$ cat src/rtl/ifid_decode_buf.sv
// ifid_decode_buf: 2-entry fetch->decode buffer; each word is stored with its opcode pre-decode.
// Latency: a word pushed in cycle N appears on out_* in cycle N+1 (no bypass).
// Backpressure: in_ready = !full from registered count; a pop frees a slot from the next cycle.
module ifid_decode_buf #(
    parameter int XLEN = 32
) (
    input  logic            clk,
    input  logic            rst_n,
    input  logic            flush,
    input  logic            in_valid,
    output logic            in_ready,
    input  logic [31:0]     in_ir,
    input  logic [XLEN-1:0] in_pc,
    output logic            out_valid,
    input  logic            out_ready,
    output logic [31:0]     out_ir,
    output logic [XLEN-1:0] out_pc,
    output logic [4:0]      out_instr_type,
    output logic            out_illegal
);

    logic [1:0]      count_q, count_d;
    logic            rd_q, rd_d;
    logic            wr_q, wr_d;
    logic [31:0]     ir_q   [2];
    logic [31:0]     ir_d   [2];
    logic [XLEN-1:0] pc_q   [2];
    logic [XLEN-1:0] pc_d   [2];
    logic [4:0]      type_q [2];
    logic [4:0]      type_d [2];
    logic            ill_q  [2];
    logic            ill_d  [2];

    logic            push;
    logic            pop;
    logic [4:0]      dec_type;
    logic            dec_ill;

    // Handshake is decoded from registered count only, so there is no in->out combinational path.
    assign in_ready       = (count_q != 2'd2);
    assign out_valid      = (count_q != 2'd0);
    assign out_ir         = ir_q[rd_q];
    assign out_pc         = pc_q[rd_q];
    assign out_instr_type = type_q[rd_q];
    assign out_illegal    = ill_q[rd_q];

    // Opcode-level decode of the incoming word; type bits are {j,u,b,s,i}.
    always_comb begin
        dec_type = 5'b00000;
        dec_ill  = 1'b0;
        case (in_ir[6:0])
            7'b0000011,
            7'b0010011,
            7'b1100111,
            7'b0001111,
            7'b1110011: dec_type = 5'b00001;
            7'b0011011: begin
                if (XLEN == 64) dec_type = 5'b00001;
                else            dec_ill  = 1'b1;
            end
            7'b0100011: dec_type = 5'b00010;
            7'b1100011: dec_type = 5'b00100;
            7'b1101111: dec_type = 5'b10000;
            7'b0110111,
            7'b0010111: dec_type = 5'b01000;
            7'b0110011: dec_ill  = 1'b0;
            7'b0111011: begin
                if (XLEN != 64) dec_ill = 1'b1;
            end
            default:    dec_ill  = 1'b1;
        endcase
    end

    always_comb begin
        push    = in_valid & in_ready;
        pop     = out_valid & out_ready;
        count_d = count_q;
        rd_d    = rd_q;
        wr_d    = wr_q;
        ir_d    = ir_q;
        pc_d    = pc_q;
        type_d  = type_q;
        ill_d   = ill_q;
        if (flush) begin
            // Redirect: drop everything, including a word offered this cycle.
            count_d = 2'd0;
            rd_d    = 1'b0;
            wr_d    = 1'b0;
        end else begin
            if (push) begin
                ir_d[wr_q]   = in_ir;
                pc_d[wr_q]   = in_pc;
                type_d[wr_q] = dec_type;
                ill_d[wr_q]  = dec_ill;
                wr_d         = ~wr_q;
            end
            if (pop) begin
                rd_d = ~rd_q;
            end
            count_d = count_q + {1'b0, push} - {1'b0, pop};
        end
    end

    always_ff @(posedge clk or negedge rst_n) begin
        if (!rst_n) begin
            count_q <= 2'd0;
            rd_q    <= 1'b0;
            wr_q    <= 1'b0;
            for (int i = 0; i < 2; i++) begin
                ir_q[i]   <= '0;
                pc_q[i]   <= '0;
                type_q[i] <= '0;
                ill_q[i]  <= 1'b0;
            end
        end else begin
            count_q <= count_d;
            rd_q    <= rd_d;
            wr_q    <= wr_d;
            for (int i = 0; i < 2; i++) begin
                ir_q[i]   <= ir_d[i];
                pc_q[i]   <= pc_d[i];
                type_q[i] <= type_d[i];
                ill_q[i]  <= ill_d[i];
            end
        end
    end

endmodule

$ cat config.mk
export PLATFORM = sky130hd
export DESIGN_NAME = ifid_decode_buf
export DESIGN_NICKNAME = d
export VERILOG_FILES = /design/src/rtl/ifid_decode_buf.sv
export SDC_FILE = /design/constraint.sdc
export NUM_CORES = 1
export LEC_CHECK = 0
export BUFFER_PORTS_ARGS = -buffer_cell sky130_fd_sc_hd__buf_4
export CAP_MARGIN = 20
export CORE_ASPECT_RATIO = 0.6
export CORE_MARGIN = 4
export CORE_UTILIZATION = 54
export DETAILED_ROUTE_END_ITERATION = 8
export PLACE_DENSITY = 0.8
export SETUP_SLACK_MARGIN = 0.05
export SLEW_MARGIN = 20
export SYNTH_ARGS = -nofsm -noshare
export SYNTH_HDL_FRONTEND = slang
export SYNTH_SLANG_ARGS = --single-unit
$ cat constraint.sdc
create_clock -name clk -period 2.6 [get_ports clk]
set_input_delay 0.52 -clock clk [delete_from_list [all_inputs] [get_ports clk]]
set_output_delay 0.52 -clock clk [all_outputs]
set_load 0.1 [all_outputs]
# Word-level counts from Yosys, hierarchy flattened
# Index checks and enable logic that the tools add are counted.
# word_totals
elab_cells,72
output_inout_bits,72
reg_bits,144
# op_classes
n_addsub,2
n_mux,29
n_eq_ne,12
n_lt_le_gt_ge,3
bitwise_logic,7
n_reduce_logical,8
# op_table
op,n
2-to-1 mux 32 bit,7
bitwise mux 64 bit,2
demux 32 bit (select 1 bit),1
"== test 7 bit, second input constant",4
case mux 5 bit (5 select lines),1
"== test 7 x 6 -> 1 bit, second input constant",3
2-to-1 mux 5 bit,4
"== test 7 x 5 -> 1 bit, second input constant",2
OR reduction 11 bit,1
bitwise mux 10 bit,1
2-to-1 mux 1 bit,9
"== test 7 x 2 -> 1 bit, second input constant",1
"== test 7 x 4 -> 1 bit, second input constant",1
nonzero test 2 bit,3
demux 5 bit (select 1 bit),1
OR reduction 5 bit,1
"greater-or-equal comparator 2 bit, second input constant",2
NOT 1 -> 2 bit,2
NOT 1 bit,3
adder 2 x 1 -> 2 bit,1
AND 1 bit,2
bitwise mux 2 bit,1
"less-than comparator 2 x 1 -> 1 bit, second input constant",1
2-to-1 mux 2 bit,1
other kinds (6),6

# Logic depth before layout (Yosys ltp)
# Gate-level depths: netlist (run 1).
# logic_depth
ltp_word,6
ltp_mapped,10
depth_no_buf,9

# Worst setup path before layout (run 1)
# No wires, ideal clock.
# synth_path
path_kind,reg-to-reg
startpoint,register count_q[0]
endpoint,register count_q[1]
slack_ns,-0.011
arrival_time_ns,2.469
required_time_ns,2.458
setup_ns,0.142
synth_period_minus_slack_ns,2.611
path_stages_with_launch,11
path_cell_list,dfrtp_1 > nor2b_1 > clkbuf_2 > clkinv_1 > nand2_1 > ha_1 > inv_1 > ha_1 > xor2_1 > and2_1 > nor3_1
# synth_via
elab_chain_cells,5
elab_cells_between_ends,7
classes_between,add/sub: 2; eq/ne: 1; mux: 1; bitwise: 2; reduce/logical: 1
# synth_lines
element,line,rtl
start: declaration,22,"logic [1:0] count_q, count_d;"
start signal: assignment,116,count_q <= count_d;
!= test 2 bit,40,assign in_ready = (count_q != 2'd2);
via in_ready,11,"output logic in_ready,"
AND 1 bit,75,push = in_valid & in_ready;
adder 2 x 1 -> 2 bit,100,"count_d = count_q + {1'b0, push} - {1'b0, pop};"
subtractor 2 x 1 -> 2 bit,100,
2-to-1 mux 2 bit,84,if (flush) begin
via count_d[1],22,
# The timed path passes the listed nets, and every way through them passes these cells.
# A chain may end at the register's enable or synchronous reset.

# Worst setup path after layout (run 1)
# layout_path
startpoint,register rd_q
endpoint,output port out_pc[3]
# layout_via
elab_chain_cells,4
# layout_lines
element,line,rtl
start: declaration,23,"logic rd_q, rd_d;"
start signal: assignment,117,rd_q <= rd_d;
NOT 1 -> 2 bit (implied by the code),43,assign out_pc = pc_q[rd_q];
2-to-1 mux 32 bit (implied by the code) (3 in a row),43,
end: declaration,17,"output logic [XLEN-1:0] out_pc,"
# Every way passes these cells. The select of a mux whose other input is x is not followed.

==> results of run 1 <==
==> registers in the layout (all words and copies together) (netlist names) <==
name	cells
ill_q	2
type_q	10
wr_q	1
pc_q	64
ir_q	64
rd_q	1
count_q	2
==> worst max-delay path, delay by kind of cell, from the launching register on <==
family	cells	cell delay [ps]
buffers and inverters	2	580
DFF	1	380
muxes	1	400
==> per-stage QoR <==
stage / hold slack [ps] / utilization, % / worst slack (ps) / std cells
2_1_floorplan: 224.4 / - / 423.7 / 426
3_3_place_gp: 461.1 / 67.10 / 423.6 / 710
3_5_place_dp: 476.9 / 67.10 / 313.4 / 710
4_1_cts: 43.00 / 72.27 / 68.41 / 742
5_1_grt: 57.73 / 72.29 / 219.1 / 742
6_report: 33.40 / 72.29 / 301.1 / 742
==> cells by family after synthesis <==
kind of cell | after synthesis | share of synthesized area, %
AOI/OAI and AO/OA | 15 | 1.698
muxes | 206 | 36.29
DFF | 144 | 55.57
xor gates and xnor gates | 2 | 0.2702
buffers and inverters | 31 | 2.643
and+or+nand+nor | 26 | 3.145
adders and majority gates | 2 | 0.3858
==> metal layers <==
metal | global-route usage, % | part of all wire (%) | up-vias
met3 | 6.944 | 7.1 | 12
met2 | 32.59 | 46 | 110
met5 | 0 | 0 | -
met4 | 5.255 | 0.70 | 0
met1 | 29.12 | 46 | 2038
li1 | - | - | 1843
==> layout make-up <==
| type | count | area (um^2) |
|---|---|---|
| clock buffers | 18 | 439.2 |
| clock inverters | 14 | 156.4 |
| fillers | 769 | 3193 |
| inverters | 7 | 27.53 |
| multi-input cells | 251 | 2713 |
| flip-flops and latches | 144 | 3605 |
| well taps | 160 | 200.2 |
| repair buffers | 148 | 1190 |
==> worst paths after layout <==
| path | start | to | slack (ps) | cells after the start |
|---|---|---|---|---|
| worst max-delay path | rd_q$_DFFE_PN0P_ | out_pc[3] | 300 | 3 |
| max in group asynchronous | rst_n | ir_q[49]$_DFFE_PN0P_ | 1780 | 2 |
| worst min register to register | ir_q[7]$_DFFE_PN0P_ | ir_q[7]$_DFFE_PN0P_ | 480 | 1 |
| worst min-delay path | rst_n | pc_q[21]$_DFFE_PN0P_ | 30 | 1 |
| worst max register to register | count_q[1]$_DFF_PN0_ | count_q[1]$_DFF_PN0_ | 550 | 9 |
| min in group clk | in_ir[7] | ir_q[7]$_DFFE_PN0P_ | 350 | 2 |
==> placed cells by master, fill, tap and decap left out, types with 3 or more instances in the layout <==
| master | Yosys | final |
|---|---|---|
| mux2_1 | 4 | 4 |
| buf_4 | 0 | 141 |
| buf_12 | 0 | 6 |
| mux2_2 | 193 | 193 |
| clkinv_2 | 0 | 3 |
| dfrtp_1 | 144 | 143 |
| inv_1 | 5 | 5 |
| clkinv_4 | 0 | 5 |
| inv_6 | 0 | 4 |
| mux2_4 | 9 | 9 |
| clkbuf_16 | 0 | 17 |
==> what timing repair did <==
| item | CTS | global route |
|---|---|---|
| resized for setup | 0 | 1 |
| setup endpoints to repair | 0 | 2 |
| hold buffers | 0 | 0 |
| setup buffers | 0 | 0 |
==> key figures, run 1 <==
Critical path
  – Crit path max fanout: 25
  – Worst-path cell chain: buf_4 > mux2_2 > buf_4
  – CP endpoint kind: output pin
  – Slowest stage delay, CP: 400 ps
  – Setup CP Type: register to output pin
  – Crit path DAT: 1780 ps
  – CP Launch Type: register
  – CP most frequent cell: buf_4
  – Slowest stage cell on the critical path: mux2_2
  – WP data required: approximately 2100 ps

Placement
  – Port Buffer Count: 140
  – Placement Cell Area: 7732 um^2
  – Post-DP HPWL: 9.561 mm
  – RePlAce Congestion: 0.7840

CTS
  – CTS tree: built
  – Clock transition at the registers of the reported paths: ~60 ps
  – H-tree levels: 4
  – Clk_lat worst skew: around 410 ps
  – Clock tree buffer depth: 2
  – Num CTS Buffers: 17
  – CTS root buf: clkbuf_16
  – Clock Sinks: roughly 140

Timing
  – Final setup vio count: 0
  – Final min period: between 2000 and 2500 ps
  – Fin Setup TNS: 0 ps
  – RSZ-0062 raised after global routing: false
  – F_max: between 400 and 500 MHz
  – Final period utilization: roughly nine tenths
  – Final hold vios: 0
  – Least-Margin Pin Slew: around 470 ps
  – Slew HR: 68.86%
  – Post-Route Skew: about 11 ps
  – Final Max Tran Viols: 0

Yosys
  – Synth Register Bits: ~140
  – Mapped Area: between 6000 and 7000 um^2
  – Synth top area cells: dfrtp_1 (56%), mux2_2 (34%), mux2_4 (2.1%), buf_6 (1.0%), mux2_1 (0.69%)
  – Syn_nets: 497
  – Post-synth top area share: 55.57%
  – Post-synth top cells: mux2_2 (193), dfrtp_1 (144), clkbuf_1 (10)
  – Average cell area after synthesis: between 15 and 20 um^2
  – Syn Inst Count: 426
  – Register area share after synthesis: a little under three fifths
  – Synth async-reset ratio: 100.0%
  – Post-synth top area cell: dfrtp_1
  – Yosys warning total: 0
  – Post-synth EDFFs: 0
  – Number of distinct library cells after synthesis: 40
  – Most used DFF post-synth: dfrtp_1
  – Most common cell in the netlist: mux2_2

Routing
  – Average vias per placed instance: between 5 and 6
  – WL final: about 14 mm
  – Wire per inst: between 15 and 20 um
  – DR DRC count: 0
  – Vias: between 4000 and 5000
  – Detailed Routing Iterations Pass 1: 4
  – Initial DRC Count: about 170
  – Post-route ant nets: 0

Floorplanning
  – Initial Utilization: ~56%
  – Die Width: between 100 and 150 um
  – Site Rows: 30
  – Die ar.: approximately 14000 um^2
  – Die Ht: between 90 and 100 um
  – # IOs: 141
  – Core Area: about 12000 um^2

Finish
  – Final Cell Area: around 8300 um^2
  – Area grow syn2layout: 28.46%
  – Proportion of layout cells with a drive suffix above 1: 67.35%
  – Nets@finish: 640
  – Antenna cell count: 0

Global route
  – First-pass GRT wire length: 22.76 mm
  – Largest net degree at the start of global routing: 65
  – Initial antenna violation count: 0
  – GRT Overall Usage: 21.12%
  – Grt ovf: 0
  – Vias in the first global route: roughly 4400

Flow run
  – Max_cap viols: 0

Status
  – Outcome: finished, final reports clean

Worst hold path
  – Hold Path Class: input port to asynchronous set/reset pin
Power of run 1 is left out: the tool's default activity adds up to more than one toggle a clock period on the data nets, which glitch-free logic cannot reach.
==> run 2: changes to the inputs <==
clock period = 2.5 ns   (was 2.6 ns; I/O delays follow)
==> run 2 against run 1 <==
Against the previous run:
- clock-buffer cell count up 1
- sequential share of layout area grew 0.065 points
- via count hardly changed
- die area unchanged
- critical endpoint is now out_ir[30]
- highest routed layer unchanged
==> key figures, run 2 (synthesis results as in run 1) <==
Global route
  – Grt ovf: 0 (unchanged)
  – First-pass GRT wire length: 22.47 mm (was 22.76 mm)
  – Vias in the first global route: 4345 (was 4359)
  – Largest net degree at the start of global routing: 73 (was 65)
  – GRT Overall Usage: 20.69% (was 21.12%)
  – Initial antenna violation count: 0 (unchanged)

Timing
  – Fin Setup TNS: 0 ps (unchanged)
  – Slew HR: 71.26% (was 68.86%)
  – Final Max Tran Viols: 0 (unchanged)
  – Final hold vios: 0 (unchanged)
  – Final min period: 2306 ps
  – Final WS setup: 194.3 ps (was 301.1 ps)
  – Final period utilization: between 90 and 100%
  – Least-Margin Pin Slew: 431.1 ps (was 467.1 ps)
  – Post-Route Skew: 9.516 ps (was 11.04 ps)
  – RSZ-0062 raised after global routing: false (unchanged)
  – F_max: approximately 430 MHz
  – Final setup vio count: 0 (unchanged)

Placement
  – RePlAce Congestion: 0.7579 (was 0.7840)
  – Placement Cell Area: 7722 um^2 (was 7732 um^2)
  – Port Buffer Count: 140 (unchanged)
  – Post-DP HPWL: 9.539 mm (was 9.561 mm)
  – Place WS: 275.5 ps (was 313.4 ps)

Floorplanning
  – Initial Utilization: 56.28% (unchanged)
  – Die Width: 149.5 um (unchanged)
  – Core Area: 11520 um^2 (unchanged)
  – # IOs: 141 (unchanged)
  – Die Ht: 92.89 um (unchanged)
  – Site Rows: 30 (unchanged)
  – Die ar.: 13880 um^2 (unchanged)

Critical path
  – CP endpoint kind: output pin (unchanged)
  – Crit path max fanout: 27 (was 25)
  – WP data required: 2000 ps (was 2080 ps)
  – CP Launch Type: register (unchanged)
  – Crit path DAT: 1810 ps (was 1780 ps)
  – FF-to-FF path depth: 9 (unchanged)
  – Slowest stage cell on the critical path: mux2_2 (unchanged)
  – Worst-path cell chain: buf_4 > mux2_2 > buf_4 (unchanged)
  – Reg2reg end: count_q[1]$_DFF_PN0_ (unchanged)
  – Slowest stage delay, CP: 410 ps (was 400 ps)
  – Setup CP Type: register to output pin (unchanged)
  – CP most frequent cell: buf_4 (unchanged)
  – Slack of the worst reg-to-reg path: 510 ps (was 550 ps)
  – FF-to-FF Start: count_q[0]$_DFF_PN0_ (was count_q[1]$_DFF_PN0_)

Routing
  – Initial DRC Count: 135 (was 168)
  – Vias: 4007 (was 4003)
  – WL final: 13.93 mm (about the same)
  – Average vias per placed instance: 5.393 (was 5.395)
  – Wire per inst: 18.75 um (was 18.77 um)
  – Detailed Routing Iterations Pass 1: 4 (unchanged)
  – Post-route ant nets: 0 (unchanged)
  – DR DRC count: 0 (unchanged)

Finish
  – Most frequent cells in the layout: mux2_2 (193), buf_4 (145), dfrtp_1 (143) (was mux2_2 (193), dfrtp_1 (143), buf_4 (141))
  – Nets@finish: 642 (was 640)
  – FILL cells: 778 (was 769)
  – Final Cell Area: 8318 um^2 (was 8330 um^2)
  – Area grow syn2layout: 28.27% (was 28.46%)
  – Most common cell after layout, fill and taps aside: mux2_2 (unchanged)
  – Antenna cell count: 0 (unchanged)
  – Top flop regs: ir_q x64, pc_q x64, type_q x10 (unchanged)
  – Proportion of layout cells with a drive suffix above 1: 67.07% (was 67.35%)

CTS
  – H-tree levels: 4 (unchanged)
  – CTS tree: built (unchanged)
  – Num CTS Buffers: 17 (unchanged)
  – Clock tree buffer depth: 2 (unchanged)
  – CTS root buf: clkbuf_16 (unchanged)
  – Clock transition at the registers of the reported paths: 60 ps (about the same)
  – Clock Sinks: 144 (unchanged)
  – Clk_lat worst skew: 400 ps (was 410 ps)
  – Post-cts hold buffer count: 0 (unchanged)

Flow run
  – Max_cap viols: 0 (unchanged)

Status
  – Outcome: finished, final reports clean (unchanged)

Worst hold path
  – Hold Path Class: input port to asynchronous set/reset pin (unchanged)
run 2: cell count changes in the layout (fill, tap and decap cells not counted):
cell        delta
bufinv_16      +1
inv_6          -2
buf_4          +4
clkbuf_1       +2
clkinv_2       -1
buf_12         -2
clkinvlp_4     +3
clkbuf_8       -1
clkinv_4       -3
run 2: area by class of cell:
type | count | area, um^2 | area share (%)
clock buffers | 19 | 432.9 | 5.205
clock inverters | 12 | 160.2 | 1.925
inverters | 7 | 27.53 | 0.3309
multi-input cells | 251 | 2713 | 32.61
flip-flops and latches | 144 | 3605 | 43.34
well taps | 160 | 200.2 | 2.407
repair buffers | 150 | 1180 | 14.18
run 2: timing repair:
action,in CTS,in global routing
endpoints found under the setup margin,0,2
gates resized for setup,0,1
buffers inserted,0,0
run 2: critical path, delay by kind of cell (launching register included):
kind                   cells  cell delay [ps]
flip-flops                 1              380
multiplexers               1              410
buffers and inverters      2              610
run 2: worst max path at each step:
stage | end | from
after floorplan | count_q[1]$_DFF_PN0_ | count_q[0]$_DFF_PN0_
after global routing | out_instr_type[4] | rd_q$_DFFE_PN0P_
after CTS | in_ready | count_q[0]$_DFF_PN0_
after global placement | count_q[1]$_DFF_PN0_ | count_q[1]$_DFF_PN0_
final | out_ir[30] | rd_q$_DFFE_PN0P_
after detailed placement | count_q[1]$_DFF_PN0_ | count_q[0]$_DFF_PN0_
run 2: metrics by stage:
step,hold WS [ps],utilization [%],instances
after floorplan,204.4,-,426
after global placement,441.7,67.01,712
after detailed placement,454.9,67.01,712
after CTS,25.56,72.16,743
after global routing,29.13,72.18,743
final,14.53,72.18,743
run 2: routing by layer:
layer  up-vias  track usage [%]  share of wire (%)
met5         -                0                  0
met4         0            4.950               0.87
met3        14            5.868                5.9
met2       101            33.57                 47
met1      2063            27.80                 46
li1       1829                -                  -
Power of run 2 is left out for the same reason.
==> run 3: changes to the inputs <==
CELL_PAD_IN_SITES_DETAIL_PLACEMENT = 0   (was unset)
CELL_PAD_IN_SITES_GLOBAL_PLACEMENT = 1   (was unset)
CORE_UTILIZATION = 45   (was 54)
PLACE_DENSITY = 0.81   (was 0.8)
==> run 3 against run 2 <==
Against the previous run:
- worst setup slack worse by 54 ps
- sequential cell count is the same
- global-route usage down 2.9 points
- maximum frequency is 2.3% lower
- cell count grew 4.7%
- critical path depth stayed put
- core utilization shrank 12 points
- final area grew 0.18%
- sequential share of layout area decreased by 0.078 points
- critical endpoint is now out_ir[20]
- routed wire length grew 2.0%
- worst hold slack better by 32 ps
==> key figures, run 3 (synthesis results as in run 1) <==
Critical path
  – Worst-path cell chain: buf_4 > mux2_2 > buf_4 (unchanged)
  – Slowest stage delay, CP: 420 ps (was 410 ps)
  – Crit path DAT: 1860 ps (was 1810 ps)
  – Slowest stage cell on the critical path: mux2_2 (unchanged)
  – FF-to-FF path depth: 9 (unchanged)
  – CP endpoint kind: output pin (unchanged)
  – CP Depth: 3 (unchanged)
  – Setup CP Type: register to output pin (unchanged)
  – CP most frequent cell: buf_4 (unchanged)
  – WP data required: 2000 ps (about the same)
  – CP Launch Type: register (unchanged)
  – CP delay by family, top: buffers and inverters (unchanged)
  – Crit path max fanout: 31 (was 27)
  – WP buf/inv: 2 (unchanged)

Timing
  – Final Max Tran Viols: 0 (unchanged)
  – F_max: 423.8 MHz (was 433.7 MHz)
  – Least-Margin Pin Slew: 550.7 ps (was 431.1 ps)
  – RSZ-0062 raised after global routing: false (unchanged)
  – Fin Setup TNS: 0 ps (unchanged)
  – Final setup vio count: 0 (unchanged)
  – Final min period: 2359 ps (was 2306 ps)
  – Post-Route Skew: 7.371 ps (was 9.516 ps)
  – Slew HR: 63.29% (was 71.26%)
  – Final hold vios: 0 (unchanged)
  – Final period utilization: 94.38% (was 92.23%)

Floorplanning
  – Initial Utilization: 46.74% (was 56.28%)
  – Die ar.: 16460 um^2 (was 13880 um^2)
  – Core Area: 13870 um^2 (was 11520 um^2)
  – # IOs: 141 (unchanged)
  – Die Width: 163.0 um (was 149.5 um)
  – Die Ht: 101.0 um (was 92.89 um)
  – Site Rows: 33 (was 30)

CTS
  – Post-CTS Setup Inserts: 0 (unchanged)
  – Clock transition at the registers of the reported paths: 60 ps (about the same)
  – CTS tree: built (unchanged)
  – H-tree levels: 4 (unchanged)
  – Clock tree buffer depth: 2 (unchanged)
  – Clk_lat worst skew: 410 ps (was 400 ps)
  – Num CTS Buffers: 17 (unchanged)
  – Clock Sinks: 144 (unchanged)
  – CTS root buf: clkbuf_16 (unchanged)

Routing
  – Detailed Routing Iterations Pass 1: 4 (unchanged)
  – Vias: 4009 (was 4007)
  – Wire per inst: 18.25 um (was 18.75 um)
  – Initial DRC Count: 151 (was 135)
  – Average vias per placed instance: 5.153 (was 5.393)
  – Post-route ant nets: 0 (unchanged)
  – WL final: 14.20 mm (was 13.93 mm)
  – DR DRC count: 0 (unchanged)

Global route
  – Grt ovf: 0 (unchanged)
  – First-pass GRT wire length: 22.80 mm (was 22.47 mm)
  – GRT Overall Usage: 17.74% (was 20.69%)
  – Initial antenna violation count: 0 (unchanged)
  – Vias in the first global route: 4441 (was 4345)
  – Largest net degree at the start of global routing: 56 (was 73)

Finish
  – Nets@finish: 644 (was 642)
  – Proportion of layout cells with a drive suffix above 1: 67.41% (was 67.07%)
  – Area grow syn2layout: 28.50% (was 28.27%)
  – Flip-flop and latch area: 3605 um^2 (unchanged)
  – Antenna cell count: 0 (unchanged)
  – Area occupied by multi-input gates: 2713 um^2 (unchanged)
  – FILL cells: 1119 (was 778)
  – Most common cell after layout, fill and taps aside: mux2_2 (unchanged)
  – Most frequent cells in the layout: mux2_2 (193), buf_4 (148), dfrtp_1 (143) (was mux2_2 (193), buf_4 (145), dfrtp_1 (143))
  – Top flop regs: ir_q x64, pc_q x64, type_q x10 (unchanged)

Flow run
  – Max_cap viols: 0 (unchanged)

Placement
  – Post-DP HPWL: 9.498 mm (was 9.539 mm)
  – Port Buffer Count: 140 (unchanged)
  – RePlAce Congestion: 0.7689 (was 0.7579)

Worst hold path
  – Hold Path Class: input port to asynchronous set/reset pin (unchanged)

Status
  – Outcome: finished, final reports clean (unchanged)
[run 3: area by class of cell]
type                       instances  area share [%]
multi-input combinational        251           32.55
sequential                       144           43.26
inverter                           7          0.3303
tap                              192           2.883
clock inverter                    12           1.306
clock buffer                      20           5.480
timing repair buffer             152           14.19
[run 3: per-layer routing]
metal / GRT usage, % / routed length, um / part of all wire [%]
met1: 23.81 / 6541 / 46
met2: 27.26 / 6455 / 45
met3: 6.702 / 1049 / 7.4
met4: 4.897 / 155 / 1.1
met5: 0 / 0 / 0
[run 3: final timing paths]
path,startpoint,end,slack [ps]
max reg2reg,count_q[1]$_DFF_PN0_,count_q[1]$_DFF_PN0_,550
min,rst_n,ir_q[14]$_DFFE_PN0P_,50
min reg2reg,ir_q[7]$_DFFE_PN0P_,ir_q[7]$_DFFE_PN0P_,480
max in group asynchronous,rst_n,pc_q[0]$_DFFE_PN0P_,1740
min in group clk,in_ir[7],ir_q[7]$_DFFE_PN0P_,320
max,rd_q$_DFFE_PN0P_,out_ir[20],140
[run 3: metrics by stage]
| step | instances | hold slack, ps | utilization (%) | worst slack, ps | instance area, um^2 |
|---|---|---|---|---|---|
| 3_3_place_gp | 746 | 462.5 | 55.97 | 483.1 | 7765 |
| 4_1_cts | 778 | 80.70 | 60.06 | 115.5 | 8333 |
| 6_report | 778 | 46.24 | 60.06 | 140.6 | 8333 |
| 5_1_grt | 778 | 95.44 | 60.06 | 53.79 | 8333 |
| 2_1_floorplan | 426 | 204.4 | - | 323.7 | 6486 |
| 3_5_place_dp | 746 | 473.4 | 55.97 | 361.6 | 7765 |
[run 3: timing repair]
action | in CTS | in global routing
hold endpoints to repair | 0 | 0
resized for setup | 1 | 0
hold buffers | 0 | 0
endpoints found under the setup margin | 1 | 0
Power of run 3 is left out for the same reason.
